===== src/rtl/huffman_bit_aligner.sv =====
// huffman_bit_aligner: packs a byte stream into a left-aligned bit buffer and
// presents the oldest WIN_W bits, MSB first, to the Huffman decoder. The decoder
// reports how many bits it used each cycle and those bits are discarded.
// Optional feature macro: HBA_STATS_EN adds bytesIn/symbolsOut counter ports.
module huffman_bit_aligner #(
  parameter int IN_W  = 8,
  parameter int WIN_W = 10,
  parameter int BUF_W = 32,
  parameter int CNT_W = 6
) (
  input  logic             clk,
  input  logic             rst,
  input  logic [IN_W-1:0]  inData,
  input  logic             inValid,
  input  logic             inLast,
  output logic             inReady,
  output logic [WIN_W-1:0] window,
  output logic             windowValid,
  input  logic             consume,
  input  logic [3:0]       consumeLen,
  input  logic             flush,
  output logic [CNT_W-1:0] bitCount,
  output logic             lenError,
  output logic             done
`ifdef HBA_STATS_EN
  ,
  output logic [15:0]      bytesIn,
  output logic [15:0]      symbolsOut
`endif
);

  typedef enum logic [1:0] {
    ST_FILL  = 2'd0,
    ST_RUN   = 2'd1,
    ST_DRAIN = 2'd2,
    ST_DONE  = 2'd3
  } stateType;

  localparam logic [CNT_W-1:0] READY_MAX = CNT_W'(BUF_W - IN_W);
  localparam logic [CNT_W-1:0] WIN_CNT   = CNT_W'(WIN_W);
  localparam logic [CNT_W-1:0] IN_CNT    = CNT_W'(IN_W);
  localparam logic [3:0]       MAX_LEN   = 4'(WIN_W);

  logic [BUF_W-1:0] r_buf;
  logic [CNT_W-1:0] r_bitCount;
  stateType         r_state;
  logic             r_lenError;

  stateType         w_nextState;
  logic [CNT_W-1:0] w_len;
  logic             w_legal;
  logic             w_illegal;
  logic             w_push;
  logic [CNT_W-1:0] w_cntAfter;
  logic [CNT_W-1:0] w_nextCount;
  logic [BUF_W-1:0] w_shifted;
  logic [BUF_W-1:0] w_byteAligned;
  logic [BUF_W-1:0] w_nextBuf;

  // Decode the handshake outputs from the registered state and fill level only
  always_comb begin
    windowValid = 1'b0;
    done        = 1'b0;
    inReady     = 1'b0;
    case (r_state)
      ST_FILL:  inReady = (r_bitCount <= READY_MAX);
      ST_RUN: begin
        windowValid = 1'b1;
        inReady     = (r_bitCount <= READY_MAX);
      end
      ST_DRAIN: windowValid = (r_bitCount != '0);
      ST_DONE:  done = 1'b1;
      default:  windowValid = 1'b0;
    endcase
  end

  assign window   = r_buf[BUF_W-1 -: WIN_W];
  assign bitCount = r_bitCount;
  assign lenError = r_lenError;

  // Work out this cycle's consume/push, shift out used bits, then append the byte below what is left
  always_comb begin
    w_len         = CNT_W'(consumeLen);
    w_legal       = consume && windowValid && (consumeLen != 4'd0) &&
                    (consumeLen <= MAX_LEN) && (w_len <= r_bitCount);
    w_illegal     = consume && !w_legal;
    w_push        = inValid && inReady;
    w_cntAfter    = w_legal ? (r_bitCount - w_len) : r_bitCount;
    w_shifted     = w_legal ? (r_buf << consumeLen) : r_buf;
    w_byteAligned = {inData, {(BUF_W-IN_W){1'b0}}} >> w_cntAfter;
    w_nextBuf     = w_push ? (w_shifted | w_byteAligned) : w_shifted;
    w_nextCount   = w_push ? (w_cntAfter + IN_CNT) : w_cntAfter;
  end

  // Next-state rules look at the fill level after this cycle's consume and push
  always_comb begin
    w_nextState = r_state;
    case (r_state)
      ST_FILL: begin
        if (w_push && inLast)           w_nextState = ST_DRAIN;
        else if (w_nextCount >= WIN_CNT) w_nextState = ST_RUN;
      end
      ST_RUN: begin
        if (w_push && inLast)           w_nextState = ST_DRAIN;
        else if (w_nextCount < WIN_CNT) w_nextState = ST_FILL;
      end
      ST_DRAIN: begin
        if (w_nextCount == '0)          w_nextState = ST_DONE;
      end
      ST_DONE:  w_nextState = ST_DONE;
      default:  w_nextState = ST_FILL;
    endcase
  end

  // Buffer, fill level, state and error pulse; flush clears like reset and drops same-cycle traffic
  always_ff @(posedge clk) begin
    if (rst || flush) begin
      r_buf      <= '0;
      r_bitCount <= '0;
      r_state    <= ST_FILL;
      r_lenError <= 1'b0;
    end else begin
      r_buf      <= w_nextBuf;
      r_bitCount <= w_nextCount;
      r_state    <= w_nextState;
      r_lenError <= w_illegal;
    end
  end

`ifdef HBA_STATS_EN
  logic [15:0] r_bytesIn;
  logic [15:0] r_symbolsOut;

  // Traffic counters survive flush and wrap naturally; only rst clears them
  always_ff @(posedge clk) begin
    if (rst) begin
      r_bytesIn    <= '0;
      r_symbolsOut <= '0;
    end else if (!flush) begin
      if (w_push)  r_bytesIn    <= r_bytesIn + 16'd1;
      if (w_legal) r_symbolsOut <= r_symbolsOut + 16'd1;
    end
  end

  assign bytesIn    = r_bytesIn;
  assign symbolsOut = r_symbolsOut;
`endif

endmodule

===== config.mk =====
export PLATFORM = sky130hd
export DESIGN_NAME = huffman_bit_aligner
export DESIGN_NICKNAME = d
export VERILOG_FILES = /design/src/rtl/huffman_bit_aligner.sv
export SDC_FILE = /design/constraint.sdc
export NUM_CORES = 1
export LEC_CHECK = 0
export CAP_MARGIN = 20
export CORE_MARGIN = 3
export CORE_UTILIZATION = 40
export CTS_CLUSTER_DIAMETER = 120
export DETAILED_ROUTE_END_ITERATION = 8
export HOLD_SLACK_MARGIN = 0.15
export SYNTH_ARGS = -nofsm -noshare
export SYNTH_HDL_FRONTEND = slang
export SYNTH_SLANG_ARGS = --single-unit

===== constraint.sdc =====
create_clock -name clk -period 4.9 [get_ports clk]
set_clock_uncertainty 0.2 [all_clocks]
set_input_delay 0.98 -clock clk [delete_from_list [all_inputs] [get_ports clk]]
set_output_delay 0.98 -clock clk [all_outputs]
set_load 0.005 [all_outputs]

==> results of run 1 <==
## flip-flops by register name, summed over array words and instances, names as in the netlist
| signal | cells |
|---|---|
| r_buf | 32 |
| bitCount | 6 |
| lenError | 1 |
| r_state | 2 |
## cell type report
class	count	area (um2)	share of cell area, %
clock inverters	2	37.5	0.803
multi-input cells	409	3030	64.8
flip-flops and latches	41	821	17.6
clock buffers	6	82.6	1.77
well taps	133	166	3.56
repair buffers	54	493	10.5
inverters	12	45.0	0.964
## synthesized netlist by cell type (7+ instances only)
| cell | instances | area share [%] |
|---|---|---|
| a211oi_1 | 20 | 3.6 |
| inv_1 | 11 | 1.0 |
| mux4_2 | 23 | 13 |
| a221oi_1 | 7 | 1.5 |
| a31oi_1 | 8 | 1.2 |
| clkbuf_1 | 20 | 1.8 |
| nand3_1 | 11 | 1.3 |
| nor2_1 | 45 | 4.1 |
| mux2i_1 | 32 | 7.8 |
| nand2_1 | 76 | 6.9 |
| buf_4 | 11 | 2.0 |
| a21oi_1 | 36 | 4.4 |
| o21ai_0 | 24 | 2.9 |
| o22ai_1 | 15 | 2.3 |
| dfxtp_1 | 41 | 20 |
| buf_2 | 11 | 1.3 |
| nor3_1 | 10 | 1.2 |
| ha_1 | 8 | 2.4 |
## worst reg2reg max path, stage by stage, from the launching register on
cell,delay [ns]
dfxtp_1,0.39
inv_1,0.17
ha_1,0.18
inv_1,0.06
fa_1,0.41
a21o_1,0.19
a21o_1,0.23
o2111ai_1,0.39
a21boi_1,0.21
buf_4,0.21
mux2_2,0.36
o21ai_0,0.38
a2bb2oi_1,0.44
o22ai_1,0.15
## placed cells by master (no fill, tap or decap), types with 3 or more instances in the layout
master            n
nor3_1           10
nand2_1          76
nand3_1          11
nor4_1            3
ha_1              8
mux2i_1          32
a221oi_1          7
o21ai_0          24
o21a_1            3
nand2b_1          3
a21o_1            4
buf_4            17
o211ai_1          3
o221ai_1          3
xor2_1            3
a31oi_1           8
mux2_2            6
nor2b_1           3
nor3_2            4
clkdlybuf4s50_1  36
a311oi_1          3
o22ai_1          15
nor2_1           45
a211oi_1         20
inv_1            11
dfxtp_1          41
mux4_2           23
clkbuf_8          6
a21oi_1          36
and3_1            3
o21ai_1           3
## how the worst max path moves through the flow
stage | start | endpoint | depth (start not counted)
global placement | consumeLen[1] | r_buf[4]$_SDFF_PP0_ | 12
detailed placement | consumeLen[1] | r_buf[4]$_SDFF_PP0_ | 12
finish | consumeLen[1] | r_buf[4]$_SDFF_PP0_ | 12
global route | consumeLen[1] | r_buf[4]$_SDFF_PP0_ | 12
floorplan | consumeLen[2] | r_buf[10]$_SDFF_PP0_ | 13
CTS | consumeLen[1] | r_buf[4]$_SDFF_PP0_ | 12
## cell families (layout without fill, tap and decap cells)
logic type	Yosys count	in the layout
simple gates	172	172
compound gates	157	157
flops	41	41
mux	64	64
xor+xnor	5	5
buf+inv	59	74
fa+ha+maj	11	11
## power breakdown
| group | total, mW | leakage, nW | switching [mW] | internal, mW |
|---|---|---|---|---|
| Clock | 0.297 | 0.0574 | 0.131 | 0.166 |
| Combinational | 0.185 | 1.28 | 0.110 | 0.0759 |
| Sequential | 0.346 | 0.331 | 0.00782 | 0.338 |
| Total | 0.829 | 1.67 | 0.249 | 0.580 |
## routing by layer
layer  share of wire [%]  vias to the layer above  global-route usage, %
met3                 7.9                       28                   5.16
met5                   0                        -                      0
met2                  44                      181                   35.7
li1                    -                     1947                      -
met4                 2.7                        0                   6.58
met1                  45                     2005                   33.4
## stage by stage
| step | total power, mW | hold WS [ns] | utilization (%) | instances | instance area, um2 |
|---|---|---|---|---|---|
| after floorplan | 0.476 | 0.268 | - | 509 | 4130 |
| after global placement | 0.536 | 0.287 | 46.0 | 649 | 4550 |
| after detailed placement | 0.537 | 0.295 | 46.0 | 649 | 4550 |
| after CTS | 0.828 | 0.307 | 47.2 | 657 | 4670 |
| after global routing | 0.862 | 0.351 | 47.2 | 657 | 4670 |
| final | 0.829 | 0.303 | 47.2 | 657 | 4670 |
==> run_results.csv, run 1 <==
group,metric,value,unit
worst_setup_path,cp_slowest_stage_delay,0.48,ns
logic_synthesis,synthMuxAreaShare,23.4,%
grt,grt_pass1_vias,3936,
logic_synthesis,synthXorXnorAreaFrac,1.06,%
timing,finalCritPeriodShare,94.8,%
timing,worst_slack,0.256,ns
worst_setup_path,reg2reg_to,"r_buf[4]$_SDFF_PP0_",
logic_synthesis,synth_cells,509,
worst_setup_path,path_class,"input port to flop",
die,core,0.00991,mm2
timing,fmax,215,MHz
grt,grt-ovfl-total,0,
status,status,"finished, final reports clean",
logic_synthesis,async_flop_share,0,%
worst_setup_path,end_kind,"flop",
logic_synthesis,synthAdderAreaFrac,3.40,%
min_path,min_path_type,"flop to flop",
place,place_congestion,0.940,
routing,routed_via_density,6.33,
place,dp.final_hpwl,9890,um
die,ios,38,
clock_network,cts.sinks,41,
worst_setup_path,reg2reg_depth,13,
die,dieWidth,108,um
power_and_ir_drop,leakagePower,1.67,nW
place,port_buffers,37,
layout,diodes,0,
logic_synthesis,synth-edff-count,0,
worst_setup_path,crit_fanout,11,
die,die_area,0.0116,mm2
min_path,holdPathEnd,"r_state[1]$_SDFFE_PP0P_",
grt,grt_pass1_wl,21700,um
clock_network,cts.clk_slew.worst_paths,0.08,ns
clock_network,postCtsHoldBufs,0,
worst_setup_path,r2r_setup_slack,0.80,ns
power_and_ir_drop,p_per_area,177,mW/mm2
die,placementRows,36,
timing,fin_setup_tns,0,ns
routing,drc,0,
flow_run,maxCapViolations,0,
worst_setup_path,path_cells,"clkdlybuf4s50_1, clkinv_1, fa_1, a21o_1, a21o_1, o2111ai_1, a21boi_1, buf_4, mux2_2, o21ai_0, a2bb2oi_1, o22ai_1",
worst_setup_path,worstPathRequired,4.86,ns
clock_network,root_buffer,"clkbuf_8",
place,dp_slack,-0.0298,ns
timing,final_max_slew_viol_count,0,
worst_setup_path,cp_num_buf_inv,3,
logic_synthesis,ys_seq_elements,41,
worst_setup_path,cp_slowest_cell,"clkdlybuf4s50_1",
routing,drt-total-wl,13200,um
worst_setup_path,path_delay_family,"compound AO/OA/AOI/OAI gates",
routing,dr.pass1.iters,6,
grt,antenna_found_initial,0,
logic_synthesis,yosys.area_share.simple,19.0,%
worst_setup_path,cp_common_cell,"a21o_1",
die,start_util,41.6,%
layout,n_fill_cell,1007,
logic_synthesis,synth_top_family_by_area,"compound AO/OA/AOI/OAI gates",
grt,track_usage,23.5,%
timing,max_slew_margin,52.1,%
timing,worstMarginPinSlew,0.718,ns
min_path,whs_path_depth,2,
worst_setup_path,reg2reg_from,"bitCount[0]$_SDFF_PP0_",
clock_network,clock_latency,0.30,ns
clock_network,post_cts_buffers,0,
routing,drt-wirelength-per-cell,20.1,um
routing,vias,4161,
layout,drive_gt1_share,14.5,%
worst_setup_path,crit_arrival,4.60,ns
timing,fin_crit,4.64,ns
clock_network,htreeDepth,2,
logic_synthesis,syn_avg_cell_area,8.11,um2
clock_network,clockBufferDepth,2,
die,fp.dieH,108,um
min_path,hp-start,"r_state[1]$_SDFFE_PP0P_",
layout,fin_nets,550,
clock_network,cts_made_buffers,5,
logic_synthesis,yosys_warnings,0,
clock_network,cts_resized,0,
power_and_ir_drop,vdd_drop_max,0.132,mV
logic_synthesis,synth_nets,536,
timing,hold_violations,0,
timing,setup_viol,0,
clock_network,tritoncts,"done",
logic_synthesis,seq_area_frac_synth,19.9,%
timing,rsz0062_at_grt,"false",
logic_synthesis,ys_types,71,
grt,grt_max_degree,52,
logic_synthesis,syn_area,0.00413,mm2
layout,area_delta_synth_final,13.3,%
worst_setup_path,start_kind,"input port",
logic_synthesis,synth_compound_area_share,26.5,%
logic_synthesis,ys.flop_type,"dfxtp_1",
routing,first_iter_violations,474,
routing,antenna_left,0,
Note: power is estimated with default switching activity, not from simulation.
==> run 2, diff against run 1 <==
- ABC_AREA: unset -> 1
- PLACE_DENSITY: unset -> 0.69
==> run 2 against run 1 <==
Critical path depth rose by 5; area after synthesis increased by 0.49%; worst setup slack improved by 0.71 ns; flip-flop and latch count is the same; combinational power is 32% higher; register-to-register slack gained 0.83 ns; fmax is 18% higher; via count up 16%.
==> run_results.csv, run 2 <==
group,metric,value,unit
layout,final_common_cell,"nand2_1",
timing,max_slew_margin,64.4,%
layout,diodes,0,
grt,grt-ovfl-total,0,
place,dp.final_hpwl,9920,um
clock_network,root_buffer,"clkbuf_8",
min_path,holdPathEnd,"r_buf[0]$_SDFF_PP0_",
place,place_congestion,0.941,
routing,first_iter_violations,349,
die,dieWidth,108,um
timing,timing.hold.ws,0.314,ns
timing,rsz0062_at_grt,"false",
logic_synthesis,synth_cells,730,
worst_setup_path,reg2reg_from,"bitCount[0]$_SDFF_PP0_",
worst_setup_path,path_class,"input port to flop",
clock_network,tritoncts,"done",
logic_synthesis,synthTopCellsByCount,"nand2_1 (250), nand3_1 (98), o21ai_0 (76), inv_1 (50), dfxtp_1 (41)",
worst_setup_path,r2r_setup_slack,1.63,ns
logic_synthesis,ys_types,36,
logic_synthesis,seq_area_frac_synth,19.8,%
logic_synthesis,synth-edff-count,0,
timing,hold_violations,0,
routing,dr.pass1.iters,6,
logic_synthesis,yosysTopAreaCell,"nand2_1",
flow_run,maxCapViolations,0,
power_and_ir_drop,p_per_area,178,mW/mm2
logic_synthesis,synth_nets,757,
clock_network,clock_latency,0.30,ns
timing,worstMarginPinSlew,0.532,ns
routing,vias,4811,
die,placementRows,36,
grt,grt_max_degree,44,
min_path,min_path_type,"flop to flop",
timing,final_max_slew_viol_count,0,
power_and_ir_drop,leakagePower,1.93,nW
die,fp.dieH,108,um
clock_network,postCtsHoldBufs,0,
place,port_buffers,37,
logic_synthesis,async_flop_share,0,%
logic_synthesis,synth_top_area_share,22.6,%
power_and_ir_drop,vdd_drop_max,0.117,mV
min_path,hp-start,"r_buf[0]$_SDFF_PP0_",
worst_setup_path,crit_fanout,18,
layout,largest_register,"r_buf",
logic_synthesis,syn_avg_cell_area,5.68,um2
worst_setup_path,worstPathRequired,4.94,ns
timing,fin_crit,3.94,ns
layout,largest_register_ffs,32,
layout,n_fill_cell,1075,
worst_setup_path,cp_common_cell,"nand2_1",
die,die_area,0.0116,mm2
timing,finalCritPeriodShare,80.3,%
logic_synthesis,synth_top_cells_by_area,"nand2_1 (23%), dfxtp_1 (20%), nand3_1 (12%), o21ai_0 (9.2%), inv_1 (4.5%)",
clock_network,cts_resized,0,
clock_network,post_cts_buffers,0,
worst_setup_path,reg2reg_depth,17,
clock_network,cts_made_buffers,5,
timing,setup_viol,0,
clock_network,cts.sinks,41,
die,start_util,41.8,%
logic_synthesis,yosys_warnings,0,
grt,antenna_found_initial,0,
logic_synthesis,synth_most_common_cell,"nand2_1",
timing,worst_slack,0.963,ns
clock_network,clockBufferDepth,2,
worst_setup_path,reg2reg_to,"r_buf[18]$_SDFF_PP0_",
routing,drc,0,
routing,routed_via_density,5.56,
place,dp_slack,0.688,ns
grt,track_usage,22.5,%
clock_network,cts.clk_slew.worst_paths,0.08,ns
grt,grt_pass1_vias,4364,
routing,antenna_left,0,
timing,fin_setup_tns,0,ns
layout,area_delta_synth_final,10.4,%
min_path,whs_path_depth,2,
layout,multi_input_area,0.00282,mm2
worst_setup_path,cp_slowest_stage_delay,0.48,ns
worst_setup_path,cp_slowest_cell,"clkdlybuf4s50_1",
worst_setup_path,path_cells,"clkdlybuf4s50_1, ha_1, inv_1, fa_1, inv_1, nor2_1, nor2_1, nand2_1, nand2_4, nor2_4, o21ai_4, inv_2, o21ai_1, nand2_1, nand2_1, nand3_1, a21oi_1",
worst_setup_path,crit_arrival,3.97,ns
die,core,0.00991,mm2
worst_setup_path,end_kind,"flop",
layout,final_cell_mix,"nand2_1 (250), nand3_1 (98), o21ai_0 (76)",
routing,drt-wirelength-per-cell,15.0,um
logic_synthesis,ys.flop_type,"dfxtp_1",
logic_synthesis,syn_area,0.00415,mm2
die,ios,38,
status,status,"finished, final reports clean",
logic_synthesis,ys_seq_elements,41,
grt,grt_pass1_wl,21400,um
layout,drive_gt1_share,7.50,%
clock_network,htreeDepth,2,
layout,fin_nets,759,
routing,drt-total-wl,13000,um
layout,ff_latch_area,821,um2
timing,fmax,254,MHz
worst_setup_path,start_kind,"input port",
run 2: cell types whose count changed after synthesis, sizes merged, moves of 10 or more:
cell / before / now
a211oi: 21 / 0
clkbuf: 20 / 30
o22ai: 15 / 0
mux4: 23 / 0
o21ai: 28 / 87
nand2: 77 / 262
o211ai: 4 / 18
nand3: 11 / 99
inv: 11 / 59
nor3: 14 / 1
mux2i: 34 / 3
run 2: worst max-delay path by stage:
stage,startpoint,end,slack (ns),cells past startpoint
detailed placement,consumeLen[0],r_buf[8]$_SDFF_PP0_,0.69,21
finish,consumeLen[0],r_buf[18]$_SDFF_PP0_,0.96,17
floorplan,consumeLen[1],r_state[0]$_SDFFE_PP0P_,1.28,22
global route,consumeLen[0],r_buf[3]$_SDFF_PP0_,0.65,21
CTS,consumeLen[0],r_buf[8]$_SDFF_PP0_,0.99,21
global placement,consumeLen[0],r_buf[18]$_SDFF_PP0_,0.63,17
run 2: metrics by stage:
| stage | utilization (%) | cells | instance area (um2) | power [mW] |
|---|---|---|---|---|
| 5_1_grt | 46.2 | 866 | 4580 | 0.866 |
| 3_5_place_dp | 45.4 | 858 | 4500 | 0.596 |
| 6_report | 46.2 | 866 | 4580 | 0.816 |
| 3_3_place_gp | 45.1 | 857 | 4470 | 0.591 |
| 2_1_floorplan | - | 730 | 4150 | 0.526 |
| 4_1_cts | 46.2 | 866 | 4580 | 0.822 |
run 2: area by class of cell:
| cell class | instances | area share (%) |
|---|---|---|
| Multi-Input combinational cell | 577 | 61.5 |
| Sequential cell | 41 | 17.9 |
| Timing Repair Buffer | 47 | 10.2 |
| Inverter | 60 | 4.92 |
| Tap cell | 133 | 3.63 |
| Clock buffer | 6 | 1.59 |
| Clock inverter | 2 | 0.219 |
run 2: metal layers:
| layer | GRT usage (%) | part of all wire [%] | vias to the layer above |
|---|---|---|---|
| met5 | 0 | 0 | - |
| li1 | - | - | 2400 |
| met1 | 33.8 | 47 | 2180 |
| met3 | 3.06 | 8.4 | 16 |
| met4 | 5.59 | 1.3 | 0 |
| met2 | 33.4 | 43 | 215 |
run 2: kinds of logic (layout without fill, tap and decap cells):
group	Yosys count	in the layout	synth area share, %
and+or+nand+nor	413	413	43.5
AOI/OAI and AO/OA	150	150	20.5
buffers and inverters	112	115	12.3
DFF	41	41	19.8
adders and majority gates	9	9	2.90
muxes	3	3	0.724
xor gates and xnor gates	2	2	0.423
run 2: where the power goes:
| group | internal, mW | switching [mW] | leakage (nW) |
|---|---|---|---|
| Combinational | 0.0879 | 0.156 | 1.55 |
| Sequential | 0.341 | 0.00839 | 0.331 |
| Clock | 0.0990 | 0.124 | 0.0450 |
run 2: worst max-delay path, delay by kind of cell:
kind,cells,cell delay (ns)
compound gates,3,0.81
fa+ha+maj,2,0.53
buf+inv,4,0.84
simple gates,8,0.78
==> run 3, diff against run 2 <==
- clock period: 4.9 -> 3.8 ns (I/O delays scaled with it)
==> run 3 against run 2 <==
Die area stayed put; sequential power is 29% higher; clock-buffer cell count is 1 lower; highest routed layer unchanged.
==> run_results.csv, run 3 (synthesized netlist as in run 2, its figures left out) <==
group,metric,value,unit
status,status,"finished, final reports clean",
min_path,min_path_type,"flop to flop",
routing,dr.pass1.iters,5,
place,dp.final_hpwl,10000,um
timing,finalCritPeriodShare,92.7,%
worst_setup_path,start_kind,"input port",
timing,fin_setup_tns,0,ns
die,ios,38,
timing,rsz0062_at_grt,"false",
grt,grt_pass1_vias,4298,
power_and_ir_drop,vdd_drop_max,0.147,mV
layout,diodes,0,
routing,drc,0,
clock_network,post_cts_buffers,0,
timing,fin_crit,3.52,ns
place,dp_slack,-0.0763,ns
worst_setup_path,crit_fanout,21,
timing,max_slew_margin,71.6,%
worst_setup_path,crit_arrival,3.56,ns
place,place_congestion,0.956,
timing,final_max_slew_viol_count,0,
place,port_buffers,37,
worst_setup_path,cp_num_buf_inv,5,
layout,fin_nets,782,
worst_setup_path,r2r_setup_slack,0.73,ns
die,fp.dieH,108,um
clock_network,root_buffer,"clkbuf_8",
clock_network,clock_latency,0.30,ns
routing,first_iter_violations,312,
clock_network,clockBufferDepth,2,
die,die_area,0.0116,mm2
layout,area_delta_synth_final,15.6,%
clock_network,cts.clk_slew.worst_paths,0.08,ns
clock_network,htreeDepth,2,
die,start_util,41.8,%
worst_setup_path,cp_slowest_cell,"clkdlybuf4s50_1",
worst_setup_path,end_kind,"flop",
clock_network,cts.sinks,41,
flow_run,maxCapViolations,0,
grt,track_usage,22.0,%
grt,grt_max_degree,45,
power_and_ir_drop,p_per_area,223,mW/mm2
routing,drt-total-wl,12700,um
worst_setup_path,path_cells,"clkdlybuf4s50_1, ha_1, inv_1, fa_2, inv_1, nor2_1, nor2_1, nand2_1, nand2_4, inv_2, nand2_2, nand2_1, nand2_2, buf_12, nand2_1, o21ai_1, nand2_1, o21ai_4, nand2_1, nand2_2, nand3_1, a21oi_1",
die,placementRows,36,
timing,hold_violations,0,
layout,largest_register_ffs,32,
routing,routed_via_density,5.40,
timing,worstMarginPinSlew,0.426,ns
timing,fmax,284,MHz
grt,grt-ovfl-total,0,
layout,final_cell_mix,"nand2_1 (250), nand3_1 (95), o21ai_0 (76)",
routing,vias,4803,
layout,fin_util,48.4,%
worst_setup_path,path_class,"input port to flop",
worst_setup_path,cp_common_cell,"nand2_1",
worst_setup_path,cp_slowest_stage_delay,0.49,ns
timing,setup_viol,0,
layout,largest_register,"r_buf",
die,dieWidth,108,um
layout,final_common_cell,"nand2_1",
clock_network,cts_made_buffers,5,
routing,antenna_left,0,
worst_setup_path,worstPathRequired,3.83,ns
layout,fin_area,0.00479,mm2
die,core,0.00991,mm2
grt,grt_pass1_wl,21000,um
clock_network,tritoncts,"done",
timing,worst_slack,0.276,ns
grt,antenna_found_initial,0,
place,postPlaceCellArea,0.00468,mm2
routing,drt-wirelength-per-cell,14.3,um
power_and_ir_drop,leakagePower,2.05,nW
worst_setup_path,path_delay_family,"simple AND/OR/NAND/NOR gates",
layout,drive_gt1_share,11.0,%
run 3: cell count changes in the layout (fill, tap and decap cells not counted):
cell	delta
buf_12	+1
buf_4	+22
clkbuf_1	-1
clkinvlp_4	+1
fa_1	-1
fa_2	+1
nand3_1	-3
nand3_2	+3
o21ai_2	-1
o21ai_4	+1
run 3: power breakdown:
group          switching [mW]  internal (mW)  total [mW]
clock                   0.165          0.127       0.292
combinational           0.200          0.125       0.325
sequential             0.0104          0.439       0.450
total                   0.376          0.691        1.07
run 3: timing repair:
item | 4_1_cts | 5_1_grt
endpoints found under the setup margin | 0 | 4
hold buffers | 0 | 0
resized for setup | 0 | 5
run 3: layout make-up:
class / count / area, um2
Sequential cell: 41 / 821
Tap cell: 133 / 166
Multi-Input combinational cell: 577 / 2840
Timing Repair Buffer: 70 / 651
Inverter: 60 / 225
Clock inverter: 3 / 17.5
Fill cell: 1021 / 5120
Clock buffer: 5 / 68.8
run 3: metrics by stage:
step                hold slack [ns]  std cells  total power, mW
floorplan                     0.258        730            0.678
global placement              0.293        880            0.775
detailed placement            0.300        881            0.779
CTS                           0.312        889             1.07
global route                  0.340        889             1.13
finish                        0.323        889             1.07
run 3: metal layers:
metal | vias to the layer above | GRT usage [%] | wire length [um] | share of wire (%)
met4 | 0 | 4.87 | 174 | 1.4
met3 | 16 | 2.82 | 1070 | 8.4
met2 | 194 | 33.6 | 5560 | 44
met5 | - | 0 | 0 | 0
li1 | 2444 | - | - | -
met1 | 2149 | 32.9 | 5920 | 47
run 3: worst register-to-register path, cell delays in order (launching register included):
cell	delay, ns
dfxtp_1	0.34
inv_1	0.14
ha_1	0.17
inv_1	0.06
fa_2	0.34
inv_1	0.06
nor2_1	0.04
nor2_1	0.13
nand2_1	0.11
nand2_4	0.10
inv_2	0.06
nand2_2	0.10
nand2_1	0.07
nand2_2	0.08
buf_12	0.15
nand2_1	0.06
o21ai_1	0.11
nand2_1	0.12
o21ai_4	0.10
nand2_1	0.08
nand2_2	0.12
nand3_1	0.12
a21oi_1	0.15
run 3: worst paths after layout:
path / startpoint / to / cells after the start
setup reg to reg: bitCount[0]$_SDFF_PP0_ / r_buf[16]$_SDFF_PP0_ / 22
hold / removal: r_buf[0]$_SDFF_PP0_ / r_buf[0]$_SDFF_PP0_ / 2
setup / recovery: consumeLen[0] / r_buf[16]$_SDFF_PP0_ / 22
hold reg to reg: r_buf[0]$_SDFF_PP0_ / r_buf[0]$_SDFF_PP0_ / 2
